===== src/rtl/imem_stream_loader_if.sv =====
// Byte-stream handshake between the host link and the program loader.
interface imem_stream_loader_if;
    logic       in_valid;
    logic [7:0] in_data;
    logic       in_ready;

    // Host side: presents bytes, observes back-pressure.
    modport master (
        output in_valid,
        output in_data,
        input  in_ready
    );

    // Loader side: consumes bytes, drives back-pressure.
    modport slave (
        input  in_valid,
        input  in_data,
        output in_ready
    );
endinterface


===== src/rtl/imem_stream_loader.sv =====
// Boot-time loader: takes a 16-bit word-count header followed by big-endian
// 32-bit words from a byte stream, writes them into instruction memory, and
// releases the CPU once the full image is in place.
module imem_stream_loader #(
    parameter int unsigned MAX_WORDS      = 1024,
    parameter int unsigned TIMEOUT_CYCLES = 1000,
    parameter int unsigned CNT_W          = 16
) (
    input  logic                clk,
    input  logic                rst_n,
    imem_stream_loader_if.slave stream,
    output logic                imem_we,
    output logic [31:0]         imem_addr,
    output logic [31:0]         imem_wdata,
    output logic                cpu_run,
    output logic                done,
    output logic                error,
    output logic [CNT_W-1:0]    words_loaded
);

    localparam int unsigned     ADDR_W  = 32;
    localparam int unsigned     TO_W    = $clog2(TIMEOUT_CYCLES + 1);
    localparam logic [CNT_W-1:0] MAX_N  = CNT_W'(MAX_WORDS);
    localparam logic [TO_W-1:0] TO_LAST = TO_W'(TIMEOUT_CYCLES - 1);

    typedef enum logic [2:0] {
        S_HDR_HI,
        S_HDR_LO,
        S_LOAD,
        S_WRITE,
        S_DONE,
        S_ERROR
    } state_t;

    state_t           state;
    state_t           state_d;

    logic             ready_q;
    logic             ready_d;
    logic             run_d;
    logic             err_d;
    logic             xfer;
    logic             timer_active;
    logic             timeout_hit;
    logic             hdr_bad;
    logic             last_word;

    logic [7:0]       hdr_hi;
    logic [CNT_W-1:0] n_words;
    logic [CNT_W-1:0] n_full;
    logic [23:0]      shift;
    logic [1:0]       byte_idx;
    logic [TO_W-1:0]  to_cnt;

    assign stream.in_ready = ready_q;

    // Next-state decode plus the registered status flags derived from it.
    always_comb begin
        state_d      = state;
        ready_d      = 1'b0;
        run_d        = 1'b0;
        err_d        = 1'b0;
        xfer         = stream.in_valid && ready_q;
        timer_active = (state == S_HDR_LO) || (state == S_LOAD);
        timeout_hit  = timer_active && !xfer && (to_cnt == TO_LAST);
        n_full       = CNT_W'({hdr_hi, stream.in_data});
        hdr_bad      = (n_full == '0) || (n_full > MAX_N);
        last_word    = (words_loaded + CNT_W'(1)) == n_words;

        case (state)
            S_HDR_HI: begin
                if (xfer) state_d = S_HDR_LO;
            end
            S_HDR_LO: begin
                if (xfer)             state_d = hdr_bad ? S_ERROR : S_LOAD;
                else if (timeout_hit) state_d = S_ERROR;
            end
            S_LOAD: begin
                if (xfer && (byte_idx == 2'd3)) state_d = S_WRITE;
                else if (timeout_hit)           state_d = S_ERROR;
            end
            S_WRITE: begin
                state_d = last_word ? S_DONE : S_LOAD;
            end
            S_DONE:  state_d = S_DONE;
            S_ERROR: state_d = S_ERROR;
            default: state_d = S_ERROR;
        endcase

        ready_d = (state_d == S_HDR_HI) || (state_d == S_HDR_LO) || (state_d == S_LOAD);
        run_d   = (state_d == S_DONE);
        err_d   = (state_d == S_ERROR);
    end

    // State register.
    always_ff @(posedge clk) begin
        if (!rst_n) state <= S_HDR_HI;
        else        state <= state_d;
    end

    // Datapath: header capture, word assembly, memory write port, timeout.
    always_ff @(posedge clk) begin
        if (!rst_n) begin
            ready_q      <= 1'b1;
            cpu_run      <= 1'b0;
            done         <= 1'b0;
            error        <= 1'b0;
            imem_we      <= 1'b0;
            imem_addr    <= '0;
            imem_wdata   <= '0;
            words_loaded <= '0;
            hdr_hi       <= '0;
            n_words      <= '0;
            shift        <= '0;
            byte_idx     <= '0;
            to_cnt       <= '0;
        end else begin
            ready_q <= ready_d;
            cpu_run <= run_d;
            done    <= run_d;
            error   <= err_d;
            imem_we <= 1'b0;

            // Idle-gap timer restarts on every byte and on each state entry.
            if (xfer || (state_d != state)) begin
                to_cnt <= '0;
            end else if (timer_active) begin
                to_cnt <= to_cnt + TO_W'(1);
            end

            case (state)
                S_HDR_HI: begin
                    if (xfer) hdr_hi <= stream.in_data;
                end
                S_HDR_LO: begin
                    if (xfer) begin
                        n_words      <= n_full;
                        byte_idx     <= '0;
                        words_loaded <= '0;
                    end
                end
                S_LOAD: begin
                    if (xfer) begin
                        shift    <= {shift[15:0], stream.in_data};
                        byte_idx <= byte_idx + 2'd1;
                        // Fourth byte completes the word; present it for one cycle.
                        if (byte_idx == 2'd3) begin
                            imem_we    <= 1'b1;
                            imem_addr  <= ADDR_W'({words_loaded, 2'b00});
                            imem_wdata <= {shift, stream.in_data};
                        end
                    end
                end
                S_WRITE: begin
                    if (words_loaded != n_words) words_loaded <= words_loaded + CNT_W'(1);
                end
                default: begin
                end
            endcase
        end
    end

endmodule


===== src/flat_wrapper.sv =====
// flat-port wrapper written by rule: the top's interface ports become plain ports
module imem_stream_loader_flat 
#(
    parameter int unsigned MAX_WORDS      = 1024,
    parameter int unsigned TIMEOUT_CYCLES = 1000,
    parameter int unsigned CNT_W          = 16
)
  (clk, rst_n, imem_we, imem_addr, imem_wdata, cpu_run, done, error, words_loaded, stream_in_valid, stream_in_data, stream_in_ready);
  imem_stream_loader_if stream_i ();
  input  logic clk;
  input  logic rst_n;
  output logic imem_we;
  output logic [31:0] imem_addr;
  output logic [31:0] imem_wdata;
  output logic cpu_run;
  output logic done;
  output logic error;
  output logic [CNT_W-1:0] words_loaded;
  input wire logic [$bits(stream_i.in_valid)-1:0] stream_in_valid;
  input wire logic [$bits(stream_i.in_data)-1:0] stream_in_data;
  output wire logic [$bits(stream_i.in_ready)-1:0] stream_in_ready;
  assign stream_i.in_valid = stream_in_valid;
  assign stream_i.in_data = stream_in_data;
  assign stream_in_ready = stream_i.in_ready;
  imem_stream_loader #(.MAX_WORDS(MAX_WORDS), .TIMEOUT_CYCLES(TIMEOUT_CYCLES), .CNT_W(CNT_W)) u_core (.clk(clk), .rst_n(rst_n), .stream(stream_i), .imem_we(imem_we), .imem_addr(imem_addr), .imem_wdata(imem_wdata), .cpu_run(cpu_run), .done(done), .error(error), .words_loaded(words_loaded));
endmodule

===== config.mk =====
export PLATFORM = sky130hd
export DESIGN_NAME = imem_stream_loader_flat
export DESIGN_NICKNAME = d
export VERILOG_FILES = /design/src/rtl/imem_stream_loader_if.sv /design/src/rtl/imem_stream_loader.sv /design/src/flat_wrapper.sv
export SDC_FILE = /design/constraint.sdc
export NUM_CORES = 1
export LEC_CHECK = 0
export BUFFER_PORTS_ARGS = -buffer_cell sky130_fd_sc_hd__buf_4
export CELL_PAD_IN_SITES_DETAIL_PLACEMENT = 0
export CELL_PAD_IN_SITES_GLOBAL_PLACEMENT = 1
export CORE_AREA = 2 2 123 125
export CTS_CLUSTER_DIAMETER = 200
export DETAILED_ROUTE_END_ITERATION = 8
export DIE_AREA = 0 0 125 127
export PLACE_DENSITY = 0.87
export REMOVE_ABC_BUFFERS = 1
export SETUP_SLACK_MARGIN = 0.05
export SYNTH_ARGS = -nofsm -noshare
export SYNTH_HDL_FRONTEND = slang
export SYNTH_SLANG_ARGS = --single-unit

===== constraint.sdc =====
create_clock -name clk -period 2.4 [get_ports clk]
set_input_delay 0.12 -clock clk [delete_from_list [all_inputs] [get_ports clk]]
set_output_delay 0.12 -clock clk [all_outputs]
set_load 0.01 [all_outputs]

* Yosys cells after proc, flatten, opt, wreduce, memory -nomap -nowiden
Cells that the tools add are included.
** Word-level totals
- Flip-flop bits (word level) :: 131
- Input port bits :: 11
- Output and inout bits :: 85
- Word-level logic and storage cells :: 71
** Operators by class
- $add $sub $neg :: 3
- Order comparisons :: 1
- Eq/ne operators :: 16
- Mux-type cells :: 14
- Bitwise logic cells :: 1
- Reductions and logical operators :: 23
** Operators by type and width (count)
- 16-bit 2-to-1 mux :: 2
- 16-bit case mux with 2 select lines :: 1
- 3-bit 2-to-1 mux :: 6
- 16-bit by 1-bit adder with 16-bit output (second input constant) :: 1
- 16-bit equality test :: 1
- 16-bit by 11-bit greater-than comparator with 1-bit output (second input constant) :: 1
- 16-bit logical NOT :: 1
- 16-bit != test :: 1
- 3-bit case mux with 5 select lines :: 1
- 3-bit AND reduction :: 4
- 10-bit by 1-bit adder with 10-bit output (second input constant) :: 1
- 10-bit equality test (second input constant) :: 1
- 3-bit by 2-bit equality test with 1-bit output (second input constant) :: 3
- 3-bit equality test (second input constant) :: 3
- 3-bit by 1-bit equality test with 1-bit output (second input constant) :: 2
- 3-bit logical NOT :: 2
- 2-bit by 1-bit != test with 1-bit output (second input constant) :: 3
- 2-bit AND reduction :: 3
- 1-bit logical OR :: 5
- 1-bit logical AND :: 4
- 2-bit 2-to-1 mux :: 2
- 2-bit case mux with 2 select lines :: 1
- 2-bit nonzero test :: 2
- 3-bit != test :: 1
- 6 further kinds :: 6

* Logic depth before layout (Yosys ltp)
- Word-level depth :: 10
- Mapped depth :: 9
- Gate-level depth less buffers :: 8

* Least setup slack after synthesis
OpenSTA, ideal clock, no wires.
- Path kind :: register to register
- Start point :: register u_core.words_loaded[6]
- End point :: register u_core.ready_q, in the netlist u_core.stream.in_ready
- Library setup time :: 126 ps
- Arrival :: 2046 ps
- Required time :: 2274 ps
- Setup slack :: 228 ps
- Cell stages (with the launch flop) :: 10
- Path buffers :: 2
- Clock period less this slack :: 2172 ps
- Cell sequence :: dfxtp_1 buf_2 nand2_1 or3_1 buf_2 o31a_1 a22oi_1 a21oi_1 nor4_1 o21ai_0
** On the way
- Longest elaborated chain between the ends :: 7
- Elaborated cells between the ends (all ways) :: 9
- Classes of those cells :: add/sub: 1; eq/ne: 3; mux: 2; reduce/logical: 3
** RTL lines
- from (decl) :: RTL line imem_stream_loader.sv:18 : output logic [CNT_W-1:0] words_loaded
- from (signal assigned) :: RTL line imem_stream_loader.sv:155 : if (words_loaded != n_words) words_loaded <= words_loaded + CNT_W'(1);
- 16-bit by 1-bit adder with 16-bit output * :: RTL line imem_stream_loader.sv:68 : last_word = (words_loaded + CNT_W'(1)) == n_words;
- 16-bit equality test * :: RTL line imem_stream_loader.sv:68
- 3-bit 2-to-1 mux * :: RTL line imem_stream_loader.sv:83 : state_d = last_word ? S_DONE : S_LOAD;
- 3-bit case mux with 5 select lines * :: RTL line imem_stream_loader.sv:70 : case (state)
- 3-bit by 1-bit equality test with 1-bit output or 3-bit logical NOT (tied branches) :: RTL line imem_stream_loader.sv:90 : ready_d = (state_d == S_HDR_HI) || (state_d == S_HDR_LO) || (state_d == S_LOAD);
- 1-bit logical OR :: RTL line imem_stream_loader.sv:90
- 1-bit logical OR * :: RTL line imem_stream_loader.sv:90
- to (signal assigned) :: RTL line imem_stream_loader.sv:118 : ready_q <= ready_d;
- to (decl) :: RTL line imem_stream_loader.sv:38 : logic ready_q;
Mark *: on every way between the ends. The rest lies on a longest branch, timed or not.
A chain may end at the register's enable or synchronous reset.

* Worst setup path in the final report
- Start point :: register u_core.words_loaded[0]
- End point :: register u_core.state[2]
** On the way
- Longest elaborated chain between the ends :: 4
** RTL lines
- 16-bit by 1-bit adder with 16-bit output :: RTL line imem_stream_loader.sv:68
- 16-bit equality test :: RTL line imem_stream_loader.sv:68
- 3-bit 2-to-1 mux :: RTL line imem_stream_loader.sv:83
- 3-bit case mux with 5 select lines :: RTL line imem_stream_loader.sv:70
- to (signal assigned) :: RTL line imem_stream_loader.sv:98 : else state <= state_d;
- to (decl) :: RTL line imem_stream_loader.sv:35 : state_t state;
Every way passes these cells.

==> flow_summary.toml <==
[status]
status = "finished, final reports clean"

[timing]
fin_setup_tns_ns = 0
relSlewSlack = 0.544
post-route-period-util = 0.935
hold_violations = 0
tightest_slew_ns = 0.682
finalSetupViolCount = 0
min_period_ns = 2.24
rsz0062_at_grt = "yes"
skew_ns = 0.00729
drv_slew = 0
max_freq_ghz = 0.446

[logic_synthesis]
synth-edff-count = 0
ys_ff_latch = 131
netlist_area_sq_mm = 0.00582
async_flop_share = 0
ys_seq_area_frac = 0.450
avgSynthCellArea_sq_um = 7.82
synth_cell_types = 57
synth_warnings = 0
netlist_instances = 745
synth_ff_type = "dfxtp_1"

[worst_setup_path]
cp_common_cell = "nand4_1"
rr_startpoint = "u_core.words_loaded[0]"
end_kind = "register"
reg2reg_depth = 8
start_kind = "register"
slowest_delay_ns = 0.43
critical_path_required_ns = 2.74
path_class = "register to register"
path_cells = "ha_1 > nand4_1 > o31ai_2 > nand4b_1 > o211ai_1 > a21boi_2 > nand4_1 > a21oi_1"
critPathMaxFanout = 5
crit_arrival_ns = 2.58
r2r_end = "u_core.state[2]"
crit_slowest_cell = "o31ai_2"
r2r_slack_ns = 0.16

[finish]
syn2layout_area_growth_pct = 29.1
layout_common_cells = "nand2_1 (209), dfxtp_1 (125), buf_4 (119)"
num_antenna_cells = 0
fin_util = 0.521
design_area_sq_mm = 0.00752
final_layout_size_suffix_gt1_frac = 0.217
final_common_cell = "nand2_1"
final_nets = 860
finalNonFillerCells = 1042

[detailed_routing]
topRoutingLayerUsed = "met4"
wire_per_inst_um = 14.3
met3WireLength_um = 789
vias = 5313
ant_nets = 0
vias_per_cell = 5.10
wl_met1_um = 6620
drc = 0
drt_iter0_drc = 360
wl_um = 14900
wl_met2_um = 7190
first_pass_iters = 4

[placed_design]
gp_congestion = 0.897
numPortBuffers = 79
dpl.cell_count = 1001
dp_hpwl_um = 10100
postPlaceCellArea_sq_mm = 0.00672

[global_route]
grt-ovfl-total = 0
grt_pass1_vias = 4940
grt_pass1_wl_um = 24500
grt_max_degree = 47
grt_usage = 0.189
antenna_found_initial = 0

[clock_network]
post_cts_buffers = 0
clockBufferDepth = 2
htreeDepth = 4
cts_sinks = 131
cts_tree = "done"
root_buffer = "clkbuf_16"
cts_buffers = 17
clk_pin_slew_ns = 0.06
clk_latency_ns = 0.42

[floorplan]
die_area_sq_mm = 0.0159
rows = 44
ios = 96
die_h_um = 127
die_w_um = 125
coreArea_sq_mm = 0.0144
initial_core_util = 0.404

[power]
powerDensity_mw_per_mm2 = 747
p_leak_nw = 2.77
irDropWorstVdd_mv = 0.460

[flow_run]
maxCapViolCount = 0

[hold_path]
whs_endpoint = "u_core.imem_wdata[28]"
hold_class = "register to register"
holdPathStages = 2
holdCritStartpoint = "u_core.shift[20]"
## timing repair
action,4_1_cts,5_1_grt
endpoints found under the setup margin,2,24
endpoints found under the hold margin,31,0
resized for setup,2,21
pin swaps,0,2
hold buffers,9,0
gates cloned,0,1
## metrics by stage
step	power [mW]	setup WS, ns	hold slack (ns)
floorplan	2.67	-0.468	0.256
global placement	2.87	0.0760	0.414
detailed placement	2.87	-0.0140	0.412
CTS	5.66	0.0812	0.441
global route	5.84	0.0501	0.450
finish	5.62	0.155	0.450
## state kept, by name, summed over array words and instances, names as in the netlist
| register | flops |
|---|---|
| u_core.byte_idx | 2 |
| u_core.cpu_run | 1 |
| u_core.error | 1 |
| u_core.hdr_hi | 8 |
| u_core.imem_addr | 16 |
| u_core.imem_wdata | 32 |
| u_core.imem_we | 1 |
| u_core.n_words | 16 |
| u_core.shift | 24 |
| u_core.state | 3 |
| u_core.stream.in_ready | 1 |
| u_core.to_cnt | 10 |
| u_core.words_loaded | 16 |
## cell families (layout without fill, tap and decap cells)
family / Yosys count / after routing / share of synthesized area
xor gates and xnor gates: 39 / 39 / 0.0586
DFF: 131 / 131 / 0.450
buffers and inverters: 70 / 168 / 0.0589
muxes: 4 / 4 / 0.00730
other: 1 / 16 / 0.000644
AOI/OAI and AO/OA: 164 / 164 / 0.165
adders and majority gates: 3 / 3 / 0.00645
and+or+nand+nor: 333 / 333 / 0.252
## per-layer routing
metal	vias to the layer above	GRT usage
met3	22	0.0415
met1	2452	0.243
li1	2701	-
met2	138	0.312
met4	0	0.0739
met5	-	0
## cell type report
class | count | area [sq um]
clock buffer | 19 | 453
inverter | 7 | 27.5
sequential | 131 | 2630
tap | 184 | 230
multi-input combinational | 559 | 2990
fill | 1408 | 6910
clock inverter | 12 | 179
timing repair buffer | 130 | 1010
## critical path, delay by kind of cell, from the launching register on
kind | cells | cell delay (ns)
AND/OR/NAND/NOR | 3 | 0.55
flip-flops | 1 | 0.38
AO/OA/AOI/OAI | 4 | 1.01
adder cells (fa/ha/maj) | 1 | 0.21
## report_power, final
| part | leakage [nW] | internal, mW | switching, mW |
|---|---|---|---|
| logic | 1.40 | 0.223 | 0.353 |
| registers | 1.06 | 2.23 | 0.0536 |
| clock network | 0.314 | 1.79 | 0.964 |
## cell usage after synthesis, types with 2 or more instances
library cell	instances	area, sq um
nor2_1	37	139
nand3_1	27	135
and2_1	3	18.8
xnor2_1	29	254
or3_1	3	18.8
nand2b_1	6	37.5
a21oi_1	117	586
o31ai_1	8	60.1
clkbuf_1	31	116
a211oi_1	3	22.5
nand4b_1	4	35.0
o211ai_1	3	22.5
xor2_1	10	87.6
a21o_1	4	30.0
nand2_1	210	788
nor2b_1	2	12.5
and4_1	4	35.0
or4_1	2	15.0
mux2_2	2	22.5
buf_4	17	128
buf_2	12	60.1
o21ai_0	5	25.0
dfxtp_1	131	2620
nor4_1	9	56.3
nand4_1	8	50.1
buf_1	2	7.51
nor3_1	8	40.0
mux2i_1	2	20.0
o21a_1	4	30.0
a31oi_1	3	18.8
and3_1	2	12.5
inv_1	7	26.3
ha_1	3	37.5
a21boi_1	2	15.0
a21boi_0	3	22.5
## how the worst max path moves through the flow
stage / start / end / depth (start not counted)
after global routing: u_core.hdr_hi[7] / u_core.to_cnt[8] / 8
after detailed placement: u_core.words_loaded[5] / u_core.state[2] / 7
after floorplan: u_core.state[0] / u_core.imem_addr[10] / 5
after global placement: u_core.words_loaded[5] / u_core.error / 7
final: u_core.words_loaded[0] / u_core.state[2] / 8
after CTS: u_core.words_loaded[4] / u_core.state[2] / 7
No activity file was read; power rests on OpenSTA's default activity.
